[config.mk]
export PLATFORM = sky130hd
export DESIGN_NAME = uart_tx_arbiter
export DESIGN_NICKNAME = d
export VERILOG_FILES = /design/src/rtl/uart_tx_arbiter.sv
export SDC_FILE = /design/constraint.sdc
export NUM_CORES = 1
export LEC_CHECK = 0
export BUFFER_PORTS_ARGS = -buffer_cell sky130_fd_sc_hd__clkbuf_2
export CAP_MARGIN = 20
export CORE_MARGIN = 8
export CORE_UTILIZATION = 45
export DETAILED_ROUTE_END_ITERATION = 8
export GPL_TIMING_DRIVEN = 0
export PLACE_DENSITY = 0.75
export SYNTH_ARGS = -nofsm -noshare
export SYNTH_HDL_FRONTEND = slang
export SYNTH_SLANG_ARGS = --single-unit
[constraint.sdc]
create_clock -name clk -period 1.5 [get_ports clk]
set_input_delay 0.15 -clock clk [delete_from_list [all_inputs] [get_ports clk]]
set_output_delay 0.15 -clock clk [all_outputs]
set_load 0.02 [all_outputs]
[src/rtl/uart_tx_arbiter.sv]
// ----------------------------------------------------------------------------
// uart_tx_arbiter
//
// Shares one uart_tx between two byte requesters. A byte is accepted from the
// selected requester while idle, registered onto tx_data, and announced to the
// UART with a one-cycle tx_start. The arbiter then waits for the UART to raise
// and drop tx_busy before accepting the next byte. With LOCK_EN=1 a requester
// keeps the grant from its first byte until it sends a byte flagged last.
//
// Parameters
//   LOCK_EN       1: hold the grant for a whole message, 0: arbitrate per byte
//   BUSY_TIMEOUT  cycles to wait for tx_busy to rise after tx_start (>= 1)
//
// Ports
//   clk                 clock, rising edge
//   rst                 asynchronous active-high reset
//   s0_* / s1_*         requester byte handshake (valid, data, last, ready)
//   tx_start, tx_data   start pulse and byte to uart_tx
//   tx_busy             busy flag from uart_tx
//   grant               one-hot owner of the current or last transfer
//   busy                high whenever the arbiter is not idle
//   err                 one-cycle pulse when tx_busy never rose
// ----------------------------------------------------------------------------
module uart_tx_arbiter #(
    parameter bit LOCK_EN      = 1'b1,
    parameter int BUSY_TIMEOUT = 15
) (
    input  logic       clk,
    input  logic       rst,
    input  logic       s0_valid,
    input  logic [7:0] s0_data,
    input  logic       s0_last,
    output logic       s0_ready,
    input  logic       s1_valid,
    input  logic [7:0] s1_data,
    input  logic       s1_last,
    output logic       s1_ready,
    output logic       tx_start,
    output logic [7:0] tx_data,
    input  logic       tx_busy,
    output logic [1:0] grant,
    output logic       busy,
    output logic       err
);

    localparam logic [1:0] IDLE      = 2'd0;
    localparam logic [1:0] START     = 2'd1;
    localparam logic [1:0] WAIT_BUSY = 2'd2;
    localparam logic [1:0] WAIT_DONE = 2'd3;

    localparam int               CNT_W    = $clog2(BUSY_TIMEOUT + 1);
    localparam logic [CNT_W-1:0] CNT_LAST = CNT_W'(BUSY_TIMEOUT - 1);

    logic [1:0]       state;
    logic             locked;
    logic             lock_owner;   // 0 = s0, 1 = s1
    logic             last_grant;   // requester served most recently
    logic [CNT_W-1:0] tmo_cnt;

    logic [1:0] s_valid;
    logic       sel;                // requester chosen this cycle
    logic       sel_ok;             // chosen requester has a byte
    logic       xfer;

    assign s_valid = {s1_valid, s0_valid};

    // NOTE: every variable gets a default at the top of the block so no
    // path leaves it unassigned; otherwise synthesis infers a latch.
    always_comb begin
        sel    = 1'b0;
        sel_ok = 1'b0;
        if (locked) begin
            // Only the lock owner may be served, however long it stays idle.
            sel    = lock_owner;
            sel_ok = s_valid[lock_owner];
        end else if (s0_valid && s1_valid) begin
            // Round robin: the requester not served last goes first.
            sel    = ~last_grant;
            sel_ok = 1'b1;
        end else if (s0_valid) begin
            sel    = 1'b0;
            sel_ok = 1'b1;
        end else if (s1_valid) begin
            sel    = 1'b1;
            sel_ok = 1'b1;
        end
    end

    assign s0_ready = (state == IDLE) && sel_ok && !sel && s0_valid;
    assign s1_ready = (state == IDLE) && sel_ok &&  sel && s1_valid;
    assign xfer     = s0_ready || s1_ready;

    assign tx_start = (state == START);
    assign busy     = (state != IDLE);

    // NOTE: sequential state is updated with non-blocking assignments so all
    // registers sample the same pre-edge values regardless of statement order.
    always_ff @(posedge clk or posedge rst) begin
        if (rst) begin
            state      <= IDLE;
            tx_data    <= 8'h00;
            grant      <= 2'b00;
            err        <= 1'b0;
            locked     <= 1'b0;
            lock_owner <= 1'b0;
            last_grant <= 1'b1;     // makes s0 the first winner after reset
            tmo_cnt    <= '0;
        end else begin
            err <= 1'b0;
            case (state)
                IDLE: begin
                    if (xfer) begin
                        tx_data    <= sel ? s1_data : s0_data;
                        grant      <= sel ? 2'b10 : 2'b01;
                        last_grant <= sel;
                        if (LOCK_EN) begin
                            // A byte without last opens (or keeps) the lock;
                            // a byte with last releases it.
                            locked     <= !(sel ? s1_last : s0_last);
                            lock_owner <= sel;
                        end
                        state <= START;
                    end
                end
                START: begin
                    tmo_cnt <= '0;
                    state   <= WAIT_BUSY;
                end
                WAIT_BUSY: begin
                    if (tx_busy) begin
                        state <= WAIT_DONE;
                    end else if (tmo_cnt == CNT_LAST) begin
                        // The UART never answered: report it, drop any lock so
                        // the other requester is not starved, and move on.
                        err    <= 1'b1;
                        locked <= 1'b0;
                        state  <= IDLE;
                    end else begin
                        tmo_cnt <= tmo_cnt + CNT_W'(1);
                    end
                end
                WAIT_DONE: begin
                    if (!tx_busy) begin
                        state <= IDLE;
                    end
                end
                default: state <= IDLE;
            endcase
        end
    end

endmodule

## Word-level counts from Yosys, hierarchy flattened

Index checks and enable logic that the tools add are counted.

| operators by class | value |
|---|---|
| div/mod/pow operators | 0 |
| reduce and logical (&&, ||, !) cells | 17 |
| shift-type cells | 0 |
| $add $sub $neg | 1 |
| multipliers | 0 |
| bitwise operators | 1 |
| eq/ne operators | 10 |
| $lt $le $gt $ge | 1 |
| multiplexer cells | 27 |

Operators by type and width:

| kind | number |
|---|---|
| 1-bit two-way mux | 16 |
| 2-bit two-way mux | 5 |
| 2-bit inequality test (second input constant) | 5 |
| 4-bit two-way mux | 2 |
| 8-bit two-way mux | 1 |
| 2-bit case mux with 4 select lines | 1 |
| 4-bit case mux with 2 select lines | 1 |
| 1-bit logical AND | 6 |
| 3-bit AND reduction | 2 |
| 2-bit nonzero test | 3 |
| 4-bit by 1-bit adder with 4-bit output (second input constant) | 1 |
| 2-bit == test (second input constant) | 2 |
| 4-bit == test (second input constant) | 1 |
| 4-bit AND reduction | 1 |
| 3-bit inequality test (second input constant) | 1 |
| 2-bit by 1-bit == test with 1-bit output (second input constant) | 1 |
| 1-bit logical NOT | 2 |
| 2-bit logical NOT | 1 |
| 1-bit by 2-bit < comparator with 1-bit output (second input constant) | 1 |
| 1-bit case mux with 2 select lines | 1 |
| 2-bit AND reduction | 1 |
| 1-bit logical OR | 1 |
| 1-bit NOT | 1 |

| storage, ports and cells | value |
|---|---|
| flip-flop bits (word level) | 20 |
| RAM bits | 0 |
| output and inout port bits | 15 |
| memories | 0 |
| word-level logic and storage cells | 65 |
| ROM bits | 0 |
| latch bits | 0 |
| input bits | 23 |

## Logic depth before layout (Yosys ltp)

Gate-level depths: netlist of run 1.

| logic depth | value |
|---|---|
| depth in word-level cells | 10 |
| depth in mapped cells | 6 |
| mapped depth without buffers | 6 |

## Least setup slack after synthesis of run 1

No wires, ideal clock.

| timing | value |
|---|---|
| path type | register -> output |
| start | register state[0] |
| end | output port s1_ready |
| path buffers | 0 |
| slack | 0.031 ns |
| arrival time | 1.319 ns |
| data required time | 1.350 ns |
| stages on the path, launching flop included | 5 |
| path through | dfrtp_1 or2_4 a211oi_4 nand3b_1 inv_1 |

| between the ends | value |
|---|---|
| cells in the longest elaborated chain, start to end | 4 |

RTL lines:

| what | line | text |
|---|---|---|
| start: declaration | 54 | `logic [1:0] state;` |
| start signal: assignment | 100 | `state <= IDLE;` |
| start signal: assignment | 122 | `state <= START;` |
| start signal: assignment | 127 | `state <= WAIT_BUSY;` |
| 2-bit logical NOT | 90 | `assign s1_ready = (state == IDLE) && sel_ok && sel && s1_valid;` |
| 1-bit logical AND (3 in series) | 90 |  |
| end: declaration | 37 | `output logic s1_ready,` |

Every way passes these cells.

## Final worst setup path of run 1

Ends and elaborated chain as after synthesis.

==> qor.yml, run 1 <==
status: "finished with violations"
violations: "setup timing"
clkPwrFrac: 0.091
die_y_um: 62.5
reg2reg_depth: 6
syn-num-nets: 114
grt_util_all_layers: 0.116
ys_seq_elements: 19
area_growth_pct: 47.0
power_leakage_nw: 0.696
final-hold-violation-count: 0
gp_congestion: 0.716
dr.pass1.iters: 4
finClkSkew_ns: 0.00338
avgSynthCellArea_um2: 10.9
r2r_end: "tx_data[6]"
switching_share: 0.405
clock_latency_ns: 0.29
antennaDiodeCount: 0
vdd_drop_max_mv: 1.09
numPlacedInstances: 154
io_buffers: 37
utilization: 0.673
dieArea_um2: 3910
syn_area_um2: 973
drv_slew: 0
drive_gt1_frac: 0.570
cts_root_buf: "clkbuf_4"
overflow: 0
post_drt_wl_per_cell_um: 14.0
cts.sinks: 19
dp_slack_ns: -0.155
worst_hold_path.endpoint: "state[0]"
switching_power_w: 0.00112
rows: 17
combPwrFrac: 0.592
htreeDepth: 1
min_period_ns: 1.77
setup.worst_path.class: "flip-flop to primary output"
worstHoldPathCells: 2
grt_use_met3: 0.0305
syn_inst: 89
yosys_warnings: 0
worst_slack_ns: -0.271
min_period_over_period: 1.18
reg2reg_slack_ns: -0.02
instances_no_fill: 170
grt_max_degree: 20
ys_types: 27
nets: 168
p_seq_frac: 0.316
path_max_fanout: 4
finalSetupViolations: 9
hold-worst-slack_ns: 0.111
finalSetupTns_ns: -0.612
cts_tree: "done"
fmax_mhz: 565
cp-start-kind: "flip-flop"
ant_nets: 0
antenna_found_initial: 0
relSlewSlack: 0.520
drc_errors: 0
cp-end-kind: "primary output"
cts_buffers: 3
yosysSeqAreaShare: 0.490
path_clk_slew_ns: 0.11
worstPathRequired_ns: 1.35
num_vias: 813
rsz0062_at_grt: "yes"
core_area_um2: 2130
reg2reg_from: "last_grant"
hold_path.startpoint: "tx_busy"
critPathArrivalTime_ns: 1.62
worst_slew_pin_slew_ns: 0.719
grt_pass1_wl_um: 3720
power.density_nw_per_um2: 1920
grt_pass1_vias: 865
met2_usage: 0.203
io-pin-count: 38
postRouteWirelength_um: 2370
internal_power_w: 0.00164
dp_hpwl_um: 1620
grt_util_met1: 0.121
drt_iter0_drc: 17
clk_path_buf_depth: 2
busiest_layer: "met2"
hold_path.class: "primary input to flip-flop"
dieWidth_um: 62.5
maxCapViolations: 0
vias_per_cell: 4.78
crit_start: "state[0]"
start_util: 0.458
metrics by stage:
step	area (um^2)	total power, W
after global routing	1430	0.00293
after floorplan	973	0.00175
after CTS	1320	0.00252
final	1430	0.00275
after global placement	1190	0.00205
after detailed placement	1190	0.00208
power by group through the flow:
| stage | registers [W] | clock network, W | logic (W) |
|---|---|---|---|
| final | 0.000871 | 0.000252 | 0.00163 |
| after global routing | 0.000893 | 0.000289 | 0.00175 |
| after CTS | 0.000860 | 0.000264 | 0.00139 |
| after detailed placement | 0.000889 | 0 | 0.00120 |
| after global placement | 0.000879 | 0 | 0.00117 |
| after floorplan | 0.00101 | 0 | 0.000744 |
state kept, by name, summed over array words and instances, names as in the netlist:
register and cells:
err 1, state 2, last_grant 1, tmo_cnt 4, locked 1, tx_data 8
grant 2
critical path, stage by stage, from the launching register on:
cell      delay [ns]
dfrtp_1         0.40
or2_4           0.27
a211oi_4        0.30
nand3b_1        0.16
inv_1           0.09
buf_6           0.11
per-layer routing:
metal / wire, um / up-vias
met5: 0 / -
li1: - / 407
met3: 90 / 2
met4: 27 / 0
met1: 976 / 383
met2: 1280 / 21
placed cells by master (no fill, tap or decap), drive strengths merged, types with 2 or more instances in the layout:
| cell | n |
|---|---|
| xor2 | 2 |
| ha | 2 |
| buf | 18 |
| clkbuf | 37 |
| o21ai | 6 |
| nand3 | 6 |
| nor2 | 10 |
| dfrtp | 18 |
| a21oi | 8 |
| nand2 | 2 |
| mux2i | 11 |
| inv | 6 |
worst max-delay path by stage:
| stage | cells past startpoint | slack [ns] | endpoint |
|---|---|---|---|
| final | 5 | -0.27 | s1_ready |
| after global routing | 5 | -0.35 | s1_ready |
| after detailed placement | 6 | -0.15 | s1_ready |
| after CTS | 4 | -0.23 | s0_ready |
| after floorplan | 4 | 0.03 | s1_ready |
| after global placement | 6 | -0.13 | s1_ready |
cells in the mapped netlist (all sizes together):
library cell,number,share of area
dfrtp,18,0.46
mux2i,11,0.11
nor2,10,0.039
a21oi,8,0.072
inv,6,0.023
nand3,6,0.031
o21ai,6,0.031
buf,4,0.036
ha,2,0.026
nand2,2,0.0077
xor2,2,0.018
a211oi,1,0.021
a21boi,1,0.0077
a21o,1,0.0077
a31oi,1,0.0064
and3,1,0.0077
dfstp,1,0.027
mux2,1,0.012
nand2b,1,0.0064
nand3b,1,0.0077
nor2b,1,0.0064
nor3b,1,0.0077
o21a,1,0.0077
or2,1,0.0090
or2b,1,0.0077
what timing repair did:
item | in CTS | in global routing
endpoints found under the setup margin | 13 | 15
resized for setup | 9 | 24
pin swaps | 6 | 12
hold buffers | 1 | 0
setup buffers | 7 | 7
endpoints found under the hold margin | 18 | 0
logic make-up after synthesis:
family	after synthesis	synth area share
compound gates	19	0.153
xor+xnor	2	0.0180
fa+ha+maj	2	0.0257
buf+inv	10	0.0591
flops	19	0.490
mux	12	0.125
simple gates	25	0.130
layout make-up:
cell class                 instances  area, um^2
fill                             170         696
multi-input combinational         60         515
sequential                        19         477
timing repair buffer              49         313
buffer                             4        41.3
tap                               28        35.0
clock buffer                       3        22.5
inverter                           6        22.5
clock inverter                     1        5.00
No activity file was read; power rests on OpenSTA's default activity.
==> inputs of run 2 (changes only) <==
SKIP_CTS_REPAIR_TIMING = 1   (was not set)
TNS_END_PERCENT = 5   (was not set)
==> qor.yml, run 2 (synthesized netlist as in run 1, its figures left out) <==
status: "finished with violations"  # unchanged
violations: "setup timing"  # unchanged
met2_usage: 0.179  # was 0.203
drive_gt1_frac: 0.514  # was 0.570
post_drt_wl_per_cell_um: 13.4  # was 14.0 um
instances_no_fill: 170  # unchanged
overflow: 0  # unchanged
rsz0062_at_grt: "yes"  # unchanged
vias_per_cell: 4.84  # was 4.78
cts.sinks: 19  # unchanged
antennaDiodeCount: 0  # unchanged
cts_tree: "done"  # unchanged
largest_reg_flops: 8  # unchanged
postRouteWirelength_um: 2280  # was 2370 um
relSlewSlack: 0.523  # was 0.520
rows: 17  # unchanged
die_y_um: 62.5  # unchanged
finalSetupTns_ns: -1.01  # was -0.612 ns
layout_commonest_cell: "clkbuf_2"  # unchanged
area_growth_pct: 38.3  # was 47.0%
worstPathRequired_ns: 1.35  # about the same
max_stage_delay_ns: 0.46  # was 0.40 ns
worst_slew_pin_slew_ns: 0.715  # was 0.719 ns
critPathArrivalTime_ns: 1.71  # was 1.62 ns
cp_top_family: "flip-flops"  # was simple AND/OR/NAND/NOR gates
core_area_um2: 2130  # unchanged
clock_latency_ns: 0.30  # was 0.29 ns
crit_chain: "mux2i_2 > a211oi_4 > buf_4 > and3_2 > buf_6"  # was or2_4 > a211oi_4 > nand3b_1 > inv_1 > buf_6
hold_path.class: "primary input to flip-flop"  # unchanged
io_buffers: 37  # unchanged
top_regs: "tx_data: 8 flops, tmo_cnt: 4 flops"  # unchanged
min_period_ns: 1.86  # was 1.77 ns
nets: 168  # unchanged
cts_root_buf: "clkbuf_4"  # unchanged
setup.worst_path.class: "flip-flop to primary output"  # unchanged
path_max_fanout: 4  # unchanged
grt_pass1_vias: 819  # was 865
grt_util_all_layers: 0.106  # was 0.116
utilization: 0.633  # was 0.673
busiest_layer: "met2"  # unchanged
power.density_nw_per_um2: 1890  # was 1920 nW/um^2
finClkSkew_ns: 0.00413  # was 0.00338 ns
vdd_drop_max_mv: 1.10  # was 1.09 mV
antenna_found_initial: 0  # unchanged
grt_util_met1: 0.113  # was 0.121
numPlacedInstances: 154  # unchanged
ant_nets: 0  # unchanged
drt_iter0_drc: 21  # was 17
grt_max_degree: 20  # unchanged
maxCapViolations: 0  # unchanged
finalSetupViolations: 8  # was 9
dp_slack_ns: -0.155  # unchanged
drv_slew: 0  # unchanged
cp-end-kind: "primary output"  # unchanged
regMostFlops: "tx_data"  # unchanged
grt_pass1_wl_um: 3450  # was 3720 um
gp_congestion: 0.716  # unchanged
final-hold-violation-count: 0  # unchanged
critPathBufInv: 2  # unchanged
fmax_mhz: 537  # was 565 MHz
dieArea_um2: 3910  # unchanged
grt_use_met3: 0.0323  # was 0.0305
min_period_over_period: 1.24  # was 1.18
htreeDepth: 1  # unchanged
dieWidth_um: 62.5  # unchanged
path_clk_slew_ns: 0.11  # about the same
power_leakage_nw: 0.700  # was 0.696 nW
num_vias: 822  # was 813
start_util: 0.458  # unchanged
worst_slack_ns: -0.364  # was -0.271 ns
clk_path_buf_depth: 2  # unchanged
drc_errors: 0  # unchanged
slowest_stage: "dfrtp_1"  # unchanged
dp_hpwl_um: 1620  # unchanged
cp-start-kind: "flip-flop"  # unchanged
cts_buffers: 3  # unchanged
most-common-layout-cells: "clkbuf_2, dfrtp_1, buf_4"  # unchanged
dr.pass1.iters: 2  # was 4
io-pin-count: 38  # unchanged
## run 2: cell count changes in the layout (fill, tap and decap cells not counted), moves of 2 or more
cell / delta
mux2i_1: +5
mux2i_4: -3
buf_4: +2
buf_8: -2
mux2i_2: -2
## run 2: worst register-to-register path, stage by stage (launching register included)
cell     delay (ns)
dfrtp_1        0.46
buf_4          0.16
mux2i_1        0.19
buf_4          0.17
buf_4          0.17
mux2i_1        0.24
a21oi_2        0.07
## run 2: cell type report
type,instances,area [um^2]
Sequential cell,19,477
Tap cell,28,35.0
Timing Repair Buffer,49,293
Inverter,6,22.5
Buffer,4,37.5
Clock inverter,1,5.00
Multi-Input combinational cell,60,454
Fill cell,183,781
Clock buffer,3,22.5
## run 2: final timing paths
kind | end | from | slack, ns | cells after the start
worst max-delay path | s0_ready | grant[1] | -0.36 | 5
worst min-delay path | state[0] | tx_busy | 0.08 | 2
worst max register to register | tx_data[7] | grant[1] | -0.06 | 6
worst min register to register | last_grant | last_grant | 0.52 | 2
max in group asynchronous | tx_data[1] | rst | 0.57 | 3
min in group asynchronous | tx_data[7] | rst | 0.48 | 3
## run 2: per-stage QoR
stage | cell area [um^2] | hold WS, ns | power, W
global placement | 1190 | 0.290 | 0.00205
floorplan | 973 | 0.100 | 0.00175
finish | 1350 | 0.0844 | 0.00255
global route | 1350 | 0.0850 | 0.00273
CTS | 1220 | -0.0443 | 0.00234
detailed placement | 1190 | 0.289 | 0.00208
## run 2: metal layers
metal / vias up / part of all wire
met5: - / 0
met2: 22 / 0.52
met4: 0 / 0.022
met3: 5 / 0.042
li1: 406 / -
met1: 389 / 0.42
## run 2: power by group
part	internal [W]	switching, W
registers	0.000724	0.000157
logic	0.000674	0.000737
clock network	0.0000993	0.000156
total	0.00150	0.00105
==> inputs of run 3 (changes only) <==
CORE_ASPECT_RATIO = 0.9   (was not set)
==> qor.yml, run 3 (synthesized netlist as in run 1, its figures left out) <==
status: "finished with violations"  # unchanged
violations: "setup timing"  # unchanged
hold_path.class: "primary input to flip-flop"  # unchanged
regArea_um2: 477  # unchanged
area_growth_pct: 33.7  # was 38.3%
multi_input_area_um2: 447  # was 454 um^2
dieWidth_um: 65.0  # was 62.5 um
power.density_nw_per_um2: 1910  # was 1890 nW/um^2
hold_path.startpoint: "tx_busy"  # unchanged
vdd_drop_max_mv: 1.03  # was 1.10 mV
drive_gt1_frac: 0.478  # was 0.514
numPlacedInstances: 153  # was 154
crit_chain: "or2_4 > a211oi_4 > and3_2 > clkbuf_2"  # was mux2i_2 > a211oi_4 > buf_4 > and3_2 > buf_6
worstPathRequired_ns: 1.35  # about the same
dp_hpwl_um: 1680  # was 1620 um
grt_max_degree: 20  # unchanged
postRouteWirelength_um: 2240  # was 2280 um
dieArea_um2: 3910  # about the same
r2r_end: "tx_data[0]"  # was tx_data[7]
switching_power_w: 0.00105  # about the same
drt_iter0_drc: 24  # was 21
antenna_found_initial: 0  # unchanged
grt_pass1_wl_um: 3420  # was 3450 um
worstHoldPathCells: 2  # unchanged
nets: 164  # was 168
cts_buffers: 3  # unchanged
start_util: 0.463  # was 0.458
layout_commonest_cell: "clkbuf_2"  # unchanged
core_area_um2: 2100  # was 2130 um^2
min_period_ns: 1.77  # was 1.86 ns
utilization: 0.619  # was 0.633
overflow: 0  # unchanged
min_period_over_period: 1.18  # was 1.24
p_seq_frac: 0.354  # was 0.346
switching_share: 0.423  # was 0.412
grt_util_all_layers: 0.110  # was 0.106
die_y_um: 60.1  # was 62.5 um
cp-end-kind: "primary output"  # unchanged
clock_latency_ns: 0.30  # about the same
most-common-layout-cells: "clkbuf_2, dfrtp_1, mux2i_1"  # was clkbuf_2, dfrtp_1, buf_4
drv_slew: 0  # unchanged
critPathArrivalTime_ns: 1.62  # was 1.71 ns
maxCapViolations: 0  # unchanged
worst_hold_path.endpoint: "state[0]"  # unchanged
cts_root_buf: "clkbuf_4"  # unchanged
path_max_fanout: 4  # unchanged
final-hold-violation-count: 0  # unchanged
max_stage_delay_ns: 0.42  # was 0.46 ns
reg2reg_from: "last_grant"  # was grant[1]
post_dp_cell_area_um2: 1190  # about the same
gp_congestion: 0.726  # was 0.716
regMostFlops: "tx_data"  # unchanged
postLayoutCellArea_um2: 1300  # was 1350 um^2
rows: 16  # was 17
cp-start-kind: "flip-flop"  # unchanged
io_buffers: 37  # unchanged
drc_errors: 0  # unchanged
dr.pass1.iters: 4  # was 2
power_leakage_nw: 0.683  # was 0.700 nW
worst_slack_ns: -0.267  # was -0.364 ns
instances_no_fill: 165  # was 170
top_regs: "tx_data: 8 flops, tmo_cnt: 4 flops"  # unchanged
dp_slack_ns: -0.176  # was -0.155 ns
fmax_mhz: 566  # was 537 MHz
rsz0062_at_grt: "yes"  # unchanged
reg2reg_depth: 7  # was 6
clkPwrFrac: 0.108  # was 0.100
grt_pass1_vias: 809  # was 819
antennaDiodeCount: 0  # unchanged
num_vias: 814  # was 822
cts.sinks: 19  # unchanged
internal_power_w: 0.00143  # was 0.00150 W
setup.worst_path.class: "flip-flop to primary output"  # unchanged
clk_path_buf_depth: 2  # unchanged
worst_slew_pin_slew_ns: 0.725  # was 0.715 ns
io-pin-count: 38  # unchanged
fill_cells: 188  # was 183
finalSetupViolations: 10  # was 8
largest_reg_flops: 8  # unchanged
path_clk_slew_ns: 0.11  # about the same
combPwrFrac: 0.538  # was 0.554
ant_nets: 0  # unchanged
reg2reg_slack_ns: -0.11  # was -0.06 ns
cts_tree: "done"  # unchanged
finClkSkew_ns: 0.00451  # was 0.00413 ns
post_drt_wl_per_cell_um: 13.6  # was 13.4 um
relSlewSlack: 0.516  # was 0.523
slowest_stage: "dfrtp_1"  # unchanged
vias_per_cell: 4.93  # was 4.84
htreeDepth: 1  # unchanged
-- run 3: cell count changes in the layout (fill, tap and decap cells not counted), sizes merged --
cell and delta:
clkbuf +1, buf -5
-- run 3: worst max path at each step --
stage	endpoint	cells past startpoint	start	slack (ns)
finish	s0_ready	4	state[0]	-0.27
global route	s0_ready	4	grant[1]	-0.36
CTS	s1_ready	6	last_grant	-0.53
floorplan	s1_ready	4	state[0]	0.03
global placement	s1_ready	6	last_grant	-0.13
detailed placement	s1_ready	6	last_grant	-0.18
-- run 3: critical path: cells and delay by family (launching register included) --
family                 cells  cell delay, ns
and+or+nand+nor            2            0.51
buffers and inverters      1            0.16
DFF                        1            0.42
AOI/OAI and AO/OA          1            0.23
-- run 3: layout make-up --
type                       instances  share of cell area
buffer                             4              0.0288
clock buffer                       3              0.0173
clock inverter                     1             0.00385
inverter                           6              0.0173
multi-input combinational         60               0.343
sequential                        19               0.366
tap                               27              0.0260
timing repair buffer              45               0.197
-- run 3: power groups by stage --
stage,Combinational [W],Clock [W],Sequential [W]
2_1_floorplan,0.000744,0,0.00101
3_3_place_gp,0.00117,0,0.000878
3_5_place_dp,0.00121,0,0.000888
4_1_cts,0.00121,0.000271,0.000877
5_1_grt,0.00146,0.000290,0.000905
6_report,0.00134,0.000267,0.000879
-- run 3: per-stage QoR --
| stage | hold WS [ns] | TNS [ns] | power, W |
|---|---|---|---|
| 3_5_place_dp | 0.283 | -0.914 | 0.00209 |
| 2_1_floorplan | 0.100 | 0 | 0.00175 |
| 5_1_grt | 0.0871 | -2.22 | 0.00265 |
| 3_3_place_gp | 0.282 | -0.325 | 0.00205 |
| 4_1_cts | -0.0558 | -1.86 | 0.00236 |
| 6_report | 0.0760 | -1.27 | 0.00248 |
-- run 3: layer usage --
| metal | routed length [um] | share of wire | vias up | global-route usage |
|---|---|---|---|---|
| li1 | - | - | 399 | - |
| met4 | 23 | 0.010 | 0 | 0.0466 |
| met2 | 1140 | 0.51 | 25 | 0.186 |
| met1 | 927 | 0.41 | 387 | 0.123 |
| met5 | 0 | 0 | - | 0 |
| met3 | 144 | 0.064 | 3 | 0.0393 |
